[src/rtl/ifu_fetch_ctrl.sv]
// ============================================================================
// Module   : ifu_fetch_ctrl
// Purpose  : Holds the architectural PC and runs one instruction fetch at a
//            time (request, response, hand-off to decode, wait for next PC).
//            Optional macro PC_MISALIGN_CHK_EN adds a pc[1] misalignment check
//            and the inst_misalign port.
// Revision : 1.0 - initial release
// ============================================================================
`default_nettype none

module ifu_fetch_ctrl #(
    parameter int              XLEN     = 64,
    parameter int              ILEN     = 32,
    parameter logic [XLEN-1:0] RESET_PC = 64'h8000_0000
) (
    input  logic            clk,
    input  logic            rst_n,
    output logic            imem_req_valid,
    input  logic            imem_req_ready,
    output logic [XLEN-1:0] imem_req_addr,
    input  logic            imem_rsp_valid,
    input  logic [ILEN-1:0] imem_rsp_data,
    output logic            inst_valid,
    input  logic            inst_ready,
    output logic [ILEN-1:0] inst,
    output logic [XLEN-1:0] inst_pc,
    input  logic            npc_valid,
    input  logic [XLEN-1:0] npc,
    input  logic            flush,
    input  logic [XLEN-1:0] flush_pc,
`ifdef PC_MISALIGN_CHK_EN
    output logic            inst_misalign,
`endif
    output logic [XLEN-1:0] pc
);

    typedef enum logic [2:0] {
        S_BOOT  = 3'd0,
        S_REQ   = 3'd1,
        S_WAIT  = 3'd2,
        S_HOLD  = 3'd3,
        S_NPC   = 3'd4,
        S_DRAIN = 3'd5
    } state_t;

    localparam logic [XLEN-1:0] c_pc_mask = {{(XLEN-1){1'b1}}, 1'b0};

    state_t          r_state, w_state_nxt;
    logic [XLEN-1:0] r_pc, w_pc_nxt;
    logic [ILEN-1:0] r_inst, w_inst_nxt;
    logic [XLEN-1:0] r_inst_pc, w_inst_pc_nxt;
    logic            w_mis_skip;
    logic            w_req_fire;

`ifdef PC_MISALIGN_CHK_EN
    logic            r_misalign, w_misalign_nxt;
    assign w_mis_skip    = (r_state == S_REQ) && r_pc[1];
    assign inst_misalign = r_misalign;
`else
    assign w_mis_skip    = 1'b0;
`endif

    assign imem_req_valid = (r_state == S_REQ) && !w_mis_skip;
    assign imem_req_addr  = r_pc;
    assign inst_valid     = (r_state == S_HOLD);
    assign inst           = r_inst;
    assign inst_pc        = r_inst_pc;
    assign pc             = r_pc;
    assign w_req_fire     = imem_req_valid && imem_req_ready;

    always_comb begin
        w_state_nxt   = r_state;
        w_pc_nxt      = r_pc;
        w_inst_nxt    = r_inst;
        w_inst_pc_nxt = r_inst_pc;
`ifdef PC_MISALIGN_CHK_EN
        w_misalign_nxt = r_misalign;
`endif
        case (r_state)
            S_BOOT: w_state_nxt = S_REQ;
            S_REQ: begin
                if (w_mis_skip) begin
                    w_state_nxt   = S_HOLD;
                    w_inst_nxt    = '0;
                    w_inst_pc_nxt = r_pc;
`ifdef PC_MISALIGN_CHK_EN
                    w_misalign_nxt = 1'b1;
`endif
                end else if (w_req_fire) begin
                    w_state_nxt = S_WAIT;
                end
            end
            S_WAIT: begin
                if (imem_rsp_valid) begin
                    w_state_nxt   = S_HOLD;
                    w_inst_nxt    = imem_rsp_data;
                    w_inst_pc_nxt = r_pc;
`ifdef PC_MISALIGN_CHK_EN
                    w_misalign_nxt = 1'b0;
`endif
                end
            end
            S_HOLD: begin
                if (inst_ready) begin
                    if (npc_valid) begin
                        w_pc_nxt    = npc & c_pc_mask;
                        w_state_nxt = S_REQ;
                    end else begin
                        w_state_nxt = S_NPC;
                    end
                end
            end
            S_NPC: begin
                if (npc_valid) begin
                    w_pc_nxt    = npc & c_pc_mask;
                    w_state_nxt = S_REQ;
                end
            end
            S_DRAIN: begin
                if (imem_rsp_valid) begin
                    w_state_nxt = S_REQ;
                end
            end
            default: w_state_nxt = S_BOOT;
        endcase

        // A redirect wins over everything; DRAIN only if a response is still owed.
        if (flush && (r_state != S_BOOT)) begin
            w_pc_nxt      = flush_pc & c_pc_mask;
            w_inst_nxt    = r_inst;
            w_inst_pc_nxt = r_inst_pc;
`ifdef PC_MISALIGN_CHK_EN
            w_misalign_nxt = r_misalign;
`endif
            if (w_req_fire ||
                (((r_state == S_WAIT) || (r_state == S_DRAIN)) && !imem_rsp_valid)) begin
                w_state_nxt = S_DRAIN;
            end else begin
                w_state_nxt = S_REQ;
            end
        end
    end

    always_ff @(posedge clk or negedge rst_n) begin
        if (!rst_n) begin
            r_state   <= S_BOOT;
            r_pc      <= RESET_PC;
            r_inst    <= '0;
            r_inst_pc <= '0;
        end else begin
            r_state   <= w_state_nxt;
            r_pc      <= w_pc_nxt;
            r_inst    <= w_inst_nxt;
            r_inst_pc <= w_inst_pc_nxt;
        end
    end

`ifdef PC_MISALIGN_CHK_EN
    always_ff @(posedge clk or negedge rst_n) begin
        if (!rst_n) begin
            r_misalign <= 1'b0;
        end else begin
            r_misalign <= w_misalign_nxt;
        end
    end
`endif

endmodule

`default_nettype wire

[config.mk]
export PLATFORM = sky130hd
export DESIGN_NAME = ifu_fetch_ctrl
export DESIGN_NICKNAME = d
export VERILOG_FILES = /design/src/rtl/ifu_fetch_ctrl.sv
export SDC_FILE = /design/constraint.sdc
export NUM_CORES = 1
export LEC_CHECK = 0
export ABC_CLOCK_PERIOD_IN_PS = 1800
export CORE_AREA = 2 2 154 156
export CTS_CLUSTER_DIAMETER = 200
export DETAILED_ROUTE_END_ITERATION = 8
export DIE_AREA = 0 0 156 158
export PLACE_DENSITY = 0.8
export SETUP_SLACK_MARGIN = 0.4
export SYNTH_ARGS = -nofsm -noshare
export SYNTH_HDL_FRONTEND = slang
export SYNTH_SLANG_ARGS = --single-unit
[constraint.sdc]
create_clock -name clk -period 1.8 [get_ports clk]
set_input_delay 0.18 -clock clk [delete_from_list [all_inputs] [get_ports clk]]
set_output_delay 0.18 -clock clk [all_outputs]
set_load 0.005 [all_outputs]
; ---- Yosys cells after proc, flatten, opt, wreduce, memory -nomap -nowiden
; Index checks and enable logic that the tools add are counted.
[totals]
regBits = 163
latch_bits = 0
ram_bits = 0
mem_bits_ro = 0
out_inout_bits = 226
mem_count = 0
[classes]
add_sub_neg = 0
multipliers = 0
div = 0
magnitude_cmp = 0
n_eq_ne = 10
shift = 0
mux = 13
bitwise = 1
n_reduce_logical = 12
[op_table]
columns = cell, n
row1 = $mux W64, 3
row2 = $pmux W64 S2, 1
row3 = $mux W3, 8
row4 = $pmux W3 S6, 1
row5 = $ne A3 B3 Y1 const B, 3
row6 = $eq A3 B2 Y1 const B, 2
row7 = $eq A3 B3 Y1 const B, 2
row8 = $ne A3 B1 Y1 const B, 2
row9 = $reduce_bool A3 Y1, 2
row10 = $reduce_and A5 Y1, 1
row11 = $eq A3 B1 Y1 const B, 1
row12 = $logic_and A1 B1 Y1, 3
row13 = $logic_not A3 Y1, 1
row14 = $reduce_and A3 Y1, 1
row15 = $logic_or A1 B1 Y1, 2
row16 = $reduce_and A2 Y1, 1
row17 = $logic_not A1 Y1, 1
row18 = $not A1 Y1, 1

; ---- Depth between registers and ports, before layout
[logic_depth]
depth_word = 6
mapped_depth = 6
depth_no_buf = 4

; ---- Least setup slack after synthesis
; Ideal clock, no wire load.
[synth_timing]
path_type = flip-flop to flip-flop
startpoint = reg r_state[2]
endpoint = reg r_pc[36], in the netlist imem_req_addr[36]
arrival_ps = 1653
t_required_ps = 1675
slack_ps = 23
path_stages_with_launch = 7
path_buffers = 3
cell_sequence = dfrtp_1 > clkbuf_8 > o31ai_4 > buf_6 > buf_6 > mux2_2 > mux2_2
[synth_between]
elab_chain_cells = 4
[synth_rtl]
columns = item, line
row1 = "start, declared", 48  ; state_t r_state, w_state_nxt;
row2 = "start signal, assigned", 151  ; r_state <= w_state_nxt;
row3 = $reduce_bool A3 Y1, 128  ; if (flush && (r_state != S_BOOT)) begin
row4 = $logic_and A1 B1 Y1, 128
row5 = $ne A3 B1 Y1 (no source line) / $reduce_bool A3 Y1 (equally long branches), n/a
row6 = $reduce_and A2 Y1 (no source line), n/a
row7 = "end signal, assigned", 152  ; r_pc <= w_pc_nxt;
row8 = "end, declared", 49  ; logic [XLEN-1:0] r_pc, w_pc_nxt;
; Several ways; a longest one is shown, not always the timed one.
; A chain may end at the register's enable or synchronous reset.

; ---- Final worst setup path
[layout_timing]
startpoint = reg r_state[2]
endpoint = reg r_pc[13], in the netlist imem_req_addr[13]
; The elaborated chain is that of the path after synthesis.

==> results.cfg <==
[run_status]
status = finished, violations left
violations = setup timing

[floorplan]
dieArea_um2 = 24600
rows = 56
initial_core_util_pct = 33.2
die_w_um = 156
boundaryPins = 393
core_um2 = 23100
die_h_um = 158

[finish]
layout-drive-gt1-share_pct = 43.5
antenna_cells = 0
design_area_um2 = 14500
area_delta_synth_final_pct = 89.3
finish.utilization_pct = 62.9
final_nets = 1122
nFillCells = 1620

[worst_setup_path]
crit_top_cell = buf_12
rr_startpoint = r_state[2]
start_kind = register
cpMaxStageDelayCell = dfrtp_1
critPathCaptureType = register
cp_cell_sequence = buf_6, o31ai_4, buf_12, buf_12, mux2_2, mux2_4
r2r_end = imem_req_addr[13]
timing.critical_path.required_ps = 2100
worst_path_largest_cell_delay_ps = 400
arrival_ps = 2190
cp_max_fo = 9
worstRegToRegCells = 6
r2r_setup_slack_ps = -90
worstSetupPathType = reg -> reg

[drt]
antenna_left = 0
wirelength_mm = 27.4
drc = 0
routed_via_density = 4.70
vias = 5907
avgRoutedWirePerCell_um = 21.8
dr.pass1.iters = 4
drtIter0Drc = 184

[yosys]
synth_cells = 508
synthAdderAreaFrac_pct = 0
synthXorXnorAreaFrac_pct = 0
synth_compound_area_share_pct = 1.16
synth-simple-area-share_pct = 1.68
synth_top_family_by_area = multiplexers
synth.distinct_cells = 34
seq_area_frac_synth_pct = 52.6
synth.area.mux_share_pct = 34.5
avgSynthCellArea_um2 = 15.1
synth_warnings = 0
syn_area_um2 = 7660
synth-seq-cells = 161

[sta]
slew_viol_final = 0
finClkSkew_ps = 10.5
rsz0062_at_grt = yes
period_share_pct = 105
setup_viol = 63
finalHoldViolCount = 0
holdWs_ps = 272
fin_ws_ps = -86.3
min_period_ps = 1890
max_freq_ghz = 0.530

[grt]
grt_max_degree = 51
grt_pass1_vias = 6000
grt_pass1_wl_mm = 34.9
grt_overflow_total = 0
antenna_found_initial = 0
grt_usage_pct = 18.9

[clock_network]
cts_buffer_depth = 2
cts-root-buf = clkbuf_16
cts_buffers = 17
cts_sinks = 161
htree_levels = 4
worstSkewPairLatency_ps = 420
cts_tree = done
cts.clk_slew.worst_paths_ps = 70

[power]
p_leak_nw = 9.40
p_per_area_nw_per_um2 = 1450
ir_drop_v = 0.000724

[placement]
gp_congestion = 0.771
place_area_um2 = 11600
port_buffers = 387
dp_hpwl_mm = 15.9
dp_slack_ps = -175

[job]
drv_cap = 0

[min_path]
hp-class = in -> async
-- cells in the final DEF (no fill, tap or decap), types with 2 or more instances in the layout --
cell / n
and2b_2: 2
clkbuf_16: 25
mux2_4: 202
buf_8: 2
dfrtp_2: 19
buf_12: 11
dlygate4sd2_1: 4
clkinv_4: 5
nor3_1: 2
conb_1: 3
dlymetal6s2s_1: 212
o21ai_1: 2
buf_16: 13
buf_2: 3
clkdlybuf4s15_1: 2
dfrtp_1: 141
clkdlybuf4s50_1: 163
buf_6: 15
mux2_2: 19
nand3_4: 2
nand2_1: 3
buf_4: 83
inv_8: 3
nor2_1: 2
inv_6: 4
mux2i_1: 2
-- Yosys cell counts --
cell       instances  share of area, %
and2b_2            2              0.23
inv_1              1             0.049
buf_6             18               2.6
and2b_4            1              0.13
dfrtp_1          160                52
o21ai_0            2              0.13
a2bb2oi_1          1              0.11
o31ai_4            1              0.28
nor2b_1            1             0.082
nor3b_1            1             0.098
mux2_2           182                27
nand4b_1           1              0.11
nor2_1             3              0.15
mux2_1             3              0.44
buf_2              6              0.39
buf_12             1              0.26
mux2_4            36               7.1
a21oi_1            2              0.13
nand4_1            1             0.082
o21ai_1            1             0.065
a221o_2            1              0.15
nand2_1            4              0.20
buf_4             66               6.5
nor3_1             2              0.13
o221ai_1           1              0.11
nand3_2            1              0.13
a22oi_1            1             0.098
nand3_4            1              0.23
mux2i_1            2              0.26
conb_1             1             0.049
a31oi_1            1             0.082
clkbuf_8           1              0.18
nand2b_2           1              0.11
dfstp_2            1              0.34
-- worst max path at each step --
| stage | end | slack [ps] | depth (start not counted) | startpoint |
|---|---|---|---|---|
| floorplan | imem_req_addr[53] | 80 | 5 | r_state[0] |
| global placement | imem_req_addr[35] | -150 | 5 | flush |
| detailed placement | imem_req_addr[1] | -180 | 6 | npc_valid |
| CTS | imem_req_addr[32] | -80 | 6 | r_state[2] |
| global route | imem_req_addr[30] | -140 | 6 | r_state[1] |
| finish | imem_req_addr[13] | -90 | 6 | r_state[2] |
-- logic make-up after synthesis --
logic type,Yosys count
AND/OR/NAND/NOR,19
other,1
multiplexers,223
buffers and inverters,93
AO/OA/AOI/OAI,11
flip-flops,161
-- where the power goes --
part           internal, W  switching, W
combinational      0.00749       0.00338
sequential         0.00523       0.00125
clock              0.00196       0.00164
total               0.0147       0.00627
-- layout make-up --
class,count,area [µm²],share of cell area (%)
Multi-Input combinational cell,256,3530,24.4
Clock buffer,18,429,2.96
Tap cell,290,363,2.50
Sequential cell,161,4050,28.0
Timing Repair Buffer,518,5970,41.2
Inverter,1,3.75,0.0259
Clock inverter,14,148,1.02
-- sequential cells by signal (all words and copies together), names as in the netlist --
register and count:
r_state 3, imem_req_addr 63, inst 32, inst_pc 63
-- through the flow --
| step | power [W] | cells | setup TNS, ps |
|---|---|---|---|
| 2_1_floorplan | 0.0105 | 510 | 0 |
| 3_3_place_gp | 0.0152 | 1112 | -10640 |
| 3_5_place_dp | 0.0154 | 1112 | -11260 |
| 4_1_cts | 0.0196 | 1169 | -2860 |
| 5_1_grt | 0.0220 | 1258 | -5980 |
| 6_report | 0.0210 | 1258 | -3490 |
-- worst max-delay path: cells and delay by family (launching register included) --
kind	cells	cell delay (ps)
flip-flops	1	400
multiplexers	2	610
buffers and inverters	3	500
AO/OA/AOI/OAI	1	250
-- timing repair --
| action | CTS | global route |
|---|---|---|
| resized for setup | 106 | 309 |
| endpoints found under the hold margin | 40 | 0 |
| pin swaps | 2 | 5 |
| cloned | 10 | 10 |
| setup endpoints to repair | 383 | 378 |
| setup buffers | 14 | 79 |
| hold buffers | 1 | 0 |
-- metal layers --
metal  wire [µm]  global-route usage, %
met1       10500                   21.3
met2       14400                   33.8
met3        2030                   6.27
met4         435                   5.94
met5           0                      0
Power figures use the tool's default switching activity.
